## src/rtl/alu_issue_if.sv

```systemverilog
// Command, ALU-drive and response signals of the alu_issue block.
// The slave view is the issuer itself; the master view is the front end
// (command producer / response consumer) that also owns the ALU result.
interface alu_issue_if #(parameter int REG_AW = 2);
  logic              cmd_valid;
  logic              cmd_ready;
  logic [2:0]        cmd_op;
  logic [REG_AW-1:0] cmd_rs;
  logic [REG_AW-1:0] cmd_rt;
  logic [REG_AW-1:0] cmd_rd;
  logic [31:0]       cmd_imm;
  logic [31:0]       alu_A;
  logic [31:0]       alu_B;
  logic [2:0]        alu_op;
  logic [31:0]       alu_C;
  logic              rsp_valid;
  logic              rsp_ready;
  logic [31:0]       rsp_data;

  modport slave (
    input  cmd_valid, cmd_op, cmd_rs, cmd_rt, cmd_rd, cmd_imm, alu_C, rsp_ready,
    output cmd_ready, alu_A, alu_B, alu_op, rsp_valid, rsp_data
  );

  modport master (
    output cmd_valid, cmd_op, cmd_rs, cmd_rt, cmd_rd, cmd_imm, alu_C, rsp_ready,
    input  cmd_ready, alu_A, alu_B, alu_op, rsp_valid, rsp_data
  );
endinterface

```

## src/rtl/alu_issue.sv

```systemverilog
// Command-driven initiator for a 32-bit combinational ALU.
// Holds a 2^REG_AW x 32 register file, takes one command at a time, drives
// the ALU for a single cycle and returns the result on a response channel.
//
//   state | meaning
//   ------+-------------------------------------------------------------
//   IDLE  | cmd_ready high; a valid command is latched with its operands
//   EXEC  | ALU inputs driven from latched operands; result captured
//   RESP  | rsp_valid high until the consumer takes it
module alu_issue #(
  parameter int REG_AW = 2
) (
  input  logic        clk,
  input  logic        reset,
  alu_issue_if.slave  bus
);

  localparam int NREG = 1 << REG_AW;

  localparam logic [2:0] OP_LAST_ALU = 3'd5;
  localparam logic [2:0] OP_LOAD     = 3'd6;

  typedef enum logic [1:0] {
    ST_IDLE = 2'd0,
    ST_EXEC = 2'd1,
    ST_RESP = 2'd2
  } state_t;

  state_t            r_state;
  logic [2:0]        r_op;
  logic [REG_AW-1:0] r_rd;
  logic [31:0]       r_imm;
  logic [31:0]       r_src_a;
  logic [31:0]       r_rf [NREG];
  logic              r_cmd_ready;
  logic              r_rsp_valid;
  logic [31:0]       r_rsp_data;
  logic [31:0]       r_alu_A;
  logic [31:0]       r_alu_B;
  logic [2:0]        r_alu_op;

  logic w_cmd_is_alu;
  logic w_exec_is_alu;

  assign w_cmd_is_alu  = (bus.cmd_op <= OP_LAST_ALU);
  assign w_exec_is_alu = (r_op <= OP_LAST_ALU);

  assign bus.cmd_ready = r_cmd_ready;
  assign bus.rsp_valid = r_rsp_valid;
  assign bus.rsp_data  = r_rsp_data;
  assign bus.alu_A     = r_alu_A;
  assign bus.alu_B     = r_alu_B;
  assign bus.alu_op    = r_alu_op;

  // Sequencer: command latch, ALU drive, writeback and response handshake.
  always_ff @(posedge clk or posedge reset) begin
    if (reset) begin
      r_state     <= ST_IDLE;
      r_op        <= '0;
      r_rd        <= '0;
      r_imm       <= '0;
      r_src_a     <= '0;
      r_cmd_ready <= 1'b1;
      r_rsp_valid <= 1'b0;
      r_rsp_data  <= '0;
      r_alu_A     <= '0;
      r_alu_B     <= '0;
      r_alu_op    <= '0;
      for (int i = 0; i < NREG; i++) begin
        r_rf[i] <= '0;
      end
    end else begin
      case (r_state)
        ST_IDLE: begin
          if (bus.cmd_valid) begin
            // Operands are sampled here, so a source equal to rd sees the
            // value from before this command's own writeback.
            r_op        <= bus.cmd_op;
            r_rd        <= bus.cmd_rd;
            r_imm       <= bus.cmd_imm;
            r_src_a     <= r_rf[bus.cmd_rs];
            r_cmd_ready <= 1'b0;
            r_state     <= ST_EXEC;
            if (w_cmd_is_alu) begin
              r_alu_A  <= r_rf[bus.cmd_rs];
              r_alu_B  <= r_rf[bus.cmd_rt];
              r_alu_op <= bus.cmd_op;
            end
          end
        end

        ST_EXEC: begin
          if (w_exec_is_alu) begin
            r_rsp_data <= bus.alu_C;
            r_rf[r_rd] <= bus.alu_C;
          end else if (r_op == OP_LOAD) begin
            r_rsp_data <= r_imm;
            r_rf[r_rd] <= r_imm;
          end else begin
            r_rsp_data <= r_src_a;
          end
          r_alu_A     <= '0;
          r_alu_B     <= '0;
          r_alu_op    <= '0;
          r_rsp_valid <= 1'b1;
          r_state     <= ST_RESP;
        end

        ST_RESP: begin
          if (bus.rsp_ready) begin
            r_rsp_valid <= 1'b0;
            r_cmd_ready <= 1'b1;
            r_state     <= ST_IDLE;
          end
        end

        default: begin
          r_rsp_valid <= 1'b0;
          r_cmd_ready <= 1'b1;
          r_alu_A     <= '0;
          r_alu_B     <= '0;
          r_alu_op    <= '0;
          r_state     <= ST_IDLE;
        end
      endcase
    end
  end

endmodule
```

## src/flat_wrapper.sv

```systemverilog
// flat-port wrapper written by rule: the top's interface ports become plain ports
module alu_issue_flat 
#(
  parameter int REG_AW = 2
)
  (clk, reset, bus_cmd_valid, bus_cmd_op, bus_cmd_rs, bus_cmd_rt, bus_cmd_rd, bus_cmd_imm, bus_alu_C, bus_rsp_ready, bus_cmd_ready, bus_alu_A, bus_alu_B, bus_alu_op, bus_rsp_valid, bus_rsp_data);
  alu_issue_if #(.REG_AW(REG_AW)) bus_i ();
  input  logic clk;
  input  logic reset;
  input wire logic [$bits(bus_i.cmd_valid)-1:0] bus_cmd_valid;
  input wire logic [$bits(bus_i.cmd_op)-1:0] bus_cmd_op;
  input wire logic [$bits(bus_i.cmd_rs)-1:0] bus_cmd_rs;
  input wire logic [$bits(bus_i.cmd_rt)-1:0] bus_cmd_rt;
  input wire logic [$bits(bus_i.cmd_rd)-1:0] bus_cmd_rd;
  input wire logic [$bits(bus_i.cmd_imm)-1:0] bus_cmd_imm;
  input wire logic [$bits(bus_i.alu_C)-1:0] bus_alu_C;
  input wire logic [$bits(bus_i.rsp_ready)-1:0] bus_rsp_ready;
  output wire logic [$bits(bus_i.cmd_ready)-1:0] bus_cmd_ready;
  output wire logic [$bits(bus_i.alu_A)-1:0] bus_alu_A;
  output wire logic [$bits(bus_i.alu_B)-1:0] bus_alu_B;
  output wire logic [$bits(bus_i.alu_op)-1:0] bus_alu_op;
  output wire logic [$bits(bus_i.rsp_valid)-1:0] bus_rsp_valid;
  output wire logic [$bits(bus_i.rsp_data)-1:0] bus_rsp_data;
  assign bus_i.cmd_valid = bus_cmd_valid;
  assign bus_i.cmd_op = bus_cmd_op;
  assign bus_i.cmd_rs = bus_cmd_rs;
  assign bus_i.cmd_rt = bus_cmd_rt;
  assign bus_i.cmd_rd = bus_cmd_rd;
  assign bus_i.cmd_imm = bus_cmd_imm;
  assign bus_i.alu_C = bus_alu_C;
  assign bus_i.rsp_ready = bus_rsp_ready;
  assign bus_cmd_ready = bus_i.cmd_ready;
  assign bus_alu_A = bus_i.alu_A;
  assign bus_alu_B = bus_i.alu_B;
  assign bus_alu_op = bus_i.alu_op;
  assign bus_rsp_valid = bus_i.rsp_valid;
  assign bus_rsp_data = bus_i.rsp_data;
  alu_issue #(.REG_AW(REG_AW)) u_core (.clk(clk), .reset(reset), .bus(bus_i));
endmodule
```

## config.mk

```make
export PLATFORM = sky130hd
export DESIGN_NAME = alu_issue_flat
export DESIGN_NICKNAME = d
export VERILOG_FILES = /design/src/rtl/alu_issue_if.sv /design/src/rtl/alu_issue.sv /design/src/flat_wrapper.sv
export SDC_FILE = /design/constraint.sdc
export NUM_CORES = 1
export LEC_CHECK = 0
export CAP_MARGIN = 5
export CORE_MARGIN = 2
export CORE_UTILIZATION = 40
export CTS_BUF_LIST = sky130_fd_sc_hd__clkbuf_4
export CTS_CLUSTER_SIZE = 12
export DETAILED_ROUTE_END_ITERATION = 6
export PLACE_DENSITY = 0.72
export RECOVER_POWER = 100
export SYNTH_ARGS = -nofsm -noshare
export SYNTH_HDL_FRONTEND = slang
export SYNTH_SLANG_ARGS = --single-unit
```

## constraint.sdc

```tcl
create_clock -name clk -period 20 [get_ports clk]
set_input_delay 4 -clock clk [delete_from_list [all_inputs] [get_ports clk]]
set_output_delay 4 -clock clk [all_outputs]
set_load 0.005 [all_outputs]
```

==> results.py <==
metrics = {
    "sta": {
        "final.setup_skew_ps": 41.1,
        "total_neg_setup_slack_ps": 0,
        "post-route-min-period_ps": 8560,
        "rsz0062_at_grt": "false",
        "setup_viol_count_final": 0,
        "max_slew_margin_vs_limit_pct": -297,
        "finalHoldViolCount": 0,
        "finalCritPeriodShare_pct": 42.8,
        "worst_slew_pin_slew_ps": 5930,
        "max_freq_mhz": 117,
        "final.setup.worst_slack_ps": 11440,
        "final_max_slew_viol_count": 236,
    },
    "layout": {
        "area_growth_syn_to_layout_pct": 22.3,
        "layout-drive-gt1-share_pct": 37.6,
        "n_fill_cell": 2987,
        "regArea_mm2": 0.00751,
        "final-instance-count-excl-fill": 1593,
        "postLayoutCellArea_mm2": 0.0168,
        "layout_common_cells": "dfrtp_1 (298), mux2_2 (197), dlygate4sd3_1 (135)",
        "layout.cells.most_common": "dfrtp_1",
        "multi_input_gate_area_mm2": 0.00583,
        "final_net_count": 1163,
    },
    "clocking": {
        "clk_path_buf_depth": 3,
        "ctsRootBufferMaster": "clkbuf_4",
        "post_cts_hold_buffer_count": 0,
        "clock_tree_from_tritoncts": "built",
        "post_cts_buffers": 0,
        "cts_resized": 0,
        "numClockSinks": 300,
        "cts_made_buffers": 82,
        "clk_pin_slew_worst_paths_ps": 60,
        "clk_latency_ps": 690,
        "cts_htree_levels": 3,
    },
    "die": {
        "row_count": 67,
        "die_h_um": 190,
        "fp.dieW_um": 190,
        "io_pins": 178,
        "die_area_mm2": 0.0359,
        "initial_core_util_pct": 40.8,
        "core-area_mm2": 0.0337,
    },
    "setup_path": {
        "path_cells": "dlygate4sd3_1, clkinvlp_2",
        "worst-path-max-fanout": 136,
        "worstSetupPathType": "in2async",
        "critPathTopFamily": "buffers and inverters",
        "setup.reg_to_reg.worst_slack_ps": 14890,
        "crit_path_end_kind": "async pin",
        "cp_data_required_time_ps": 19350,
        "worst_r2r_startpoint": "u_core.r_state[0]$_DFFE_PP0P_",
        "cp_slowest_stage_delay_ps": 3280,
        "worst_setup_path_endpoint": "u_core.r_op[0]$_DFFE_PP0P_",
        "path_buf_inv": 2,
        "r2r_end": "u_core.bus.alu_B[0]$_DFFE_PP0P_",
        "worst-endpoint-arrival_ps": 7910,
        "worstSetupStartpointType": "input pin",
        "rr_worst_depth": 5,
        "path_depth": 2,
        "critPathSlowestCell": "clkinvlp_2",
        "crit_path_start": "reset",
    },
    "logic_synthesis": {
        "synth_xor_area_share_pct": 0,
        "synthesis.area_mm2": 0.0138,
        "yosys.area_share.simple_pct": 1.95,
        "synth.net_count": 957,
        "post_synth_inst_count": 880,
        "yosysWarningCount": 0,
        "synth.area.mux_share_pct": 35.0,
        "synth_fa_ha_area_share_pct": 0,
        "ys_seq_area_share_pct": 54.5,
        "synth.lib_cells_used.distinct": 30,
        "synth_compound_gate_area_share_pct": 5.66,
        "dominant_combinational_cell_family_by_area_after_synthesis": "multiplexers",
        "post_synth.cell_area_avg_um2": 15.6,
        "synth_seq_cells": 300,
    },
    "detailed_routing": {
        "detail-route-antenna-nets": 0,
        "remaining_design_rule_violation_count": 0,
        "iteration_0_drc_count_of_the_detailed_router": 384,
        "drt-vias-per-instance": 5.34,
        "wl_per_cell_um": 20.8,
        "num_vias": 8500,
        "wl_um": 33100,
        "drt_pass1_iterations": 4,
    },
    "run": {
        "cap_viol_max_count": 3,
    },
    "placed_design": {
        "io_buffer_count": 177,
        "pre_cts_ws_ps": 13660,
        "detailedPlacementHpwl_um": 20100,
        "gp_congestion": 0.753,
        "placed_cells_incl_taps": 1450,
        "placed_cell_area_mm2": 0.0158,
    },
    "pwr": {
        "power.density_mw_per_mm2": 160,
        "static-leakage-power_nw": 7.36,
        "final_power_w": 0.00270,
        "vdd.ir_drop.worst_v": 0.0000747,
    },
    "grt": {
        "globalRouteTotalUtil_pct": 18.9,
        "gr-usage-met2_pct": 30.3,
        "first_pass_grt_wire_length_um": 52500,
        "first_global_vias": 9200,
        "antenna_violations_before_repair": 1,
        "globalRoute.busiestLayer": "met2",
        "grtUsageMet3_pct": 4.82,
        "maximum_number_of_pins_on_one_net_before_global_route_repair": 166,
        "gr-total-overflow": 0,
        "global_route_met1_utilization_pct": 25.6,
    },
    "outcome": {
        "violated_checks": "max-capacitance violations, max-slew violations",
        "outcome": "finished, violations left",
    },
    "min_path": {
        "hold_path.class": "reg2reg",
    },
}
-- cell usage after synthesis --
cell type  count  area (um^2)
mux4_2        64         1440
mux2_4        30          450
dfrtp_1      299         7480
nand2_1       36          135
nor4b_4        2         47.6
dfstp_2        1         26.3
inv_1          1         3.75
a21oi_1        2         10.0
nor3_2         1         10.0
nand3_1        1         5.00
and3_1         1         6.26
mux2_1         2         22.5
nor2_1         3         11.3
o22a_1         1         8.76
a22o_1        66          578
nor3b_1        1         7.51
mux2i_1       32          320
nand2b_1       1         6.26
and2_1         2         12.5
nor4_4         1         21.3
buf_2         24          120
nor2b_1        1         6.26
mux2_2       229         2580
o21a_1         1         7.51
a21bo_2        1         10.0
o21ai_0       33          165
buf_4          6         45.0
clkbuf_1      23         86.3
buf_6         11          124
buf_1          4         15.0
-- cells by family (layout without fill, tap and decap cells) --
| kind of cell | after synthesis | count (layout) |
|---|---|---|
| buffers and inverters | 69 | 333 |
| flip-flops | 300 | 300 |
| AO/OA/AOI/OAI | 104 | 104 |
| AND/OR/NAND/NOR | 50 | 50 |
| multiplexers | 357 | 357 |
| other | 0 | 1 |
-- registers in the layout (all words and copies together) (netlist names) --
name                  count
u_core.bus.alu_A         32
u_core.bus.alu_B         32
u_core.r_imm             32
u_core.r_op               3
u_core.bus.rsp_data      32
u_core.bus.alu_op         3
u_core.r_src_a           32
u_core.bus.cmd_ready      1
u_core.r_state            2
u_core.bus.rsp_valid      1
u_core.r_rd               2
u_core.r_rf             128
-- area by class of cell --
type | count | share of cell area (%)
inverter | 1 | 0.0297
multi-input combinational | 511 | 34.6
clock buffer | 125 | 5.57
tap | 448 | 3.33
timing repair buffer | 190 | 11.0
sequential | 300 | 44.6
antenna | 1 | 0.0149
clock inverter | 17 | 0.854
-- how the worst min path moves through the flow --
stage	slack (ps)	end	cells after the start	start
final	470	u_core.bus.rsp_data[15]$_DFFE_PP0P_	2	u_core.bus.rsp_data[15]$_DFFE_PP0P_
after global routing	510	u_core.bus.rsp_data[13]$_DFFE_PP0P_	2	u_core.bus.rsp_data[13]$_DFFE_PP0P_
after CTS	490	u_core.bus.rsp_data[9]$_DFFE_PP0P_	2	u_core.bus.rsp_data[9]$_DFFE_PP0P_
after detailed placement	470	u_core.bus.rsp_data[15]$_DFFE_PP0P_	2	u_core.bus.rsp_data[15]$_DFFE_PP0P_
after global placement	460	u_core.bus.rsp_data[14]$_DFFE_PP0P_	2	u_core.bus.rsp_data[14]$_DFFE_PP0P_
after floorplan	470	u_core.r_rf[10]$_DFFE_PP0P_	1	u_core.r_rf[10]$_DFFE_PP0P_
-- routing by layer --
metal / part of all wire [%] / vias up
li1: - / 3802
met1: 45 / 4433
met2: 48 / 220
met3: 5.3 / 45
met4: 1.3 / 0
met5: 0 / -
-- metrics by stage --
| step | hold WS (ps) | util (%) |
|---|---|---|
| after floorplan | 470 | - |
| after global placement | 462 | 47.0 |
| after detailed placement | 471 | 47.0 |
| after CTS | 487 | 50.2 |
| after global routing | 507 | 50.0 |
| final | 472 | 50.0 |
-- where the power goes --
group / internal (W) / switching (W)
clock: 0.000322 / 0.000253
combinational: 0.000607 / 0.000385
sequential: 0.000909 / 0.000224
(Power assumes the default switching activity.)
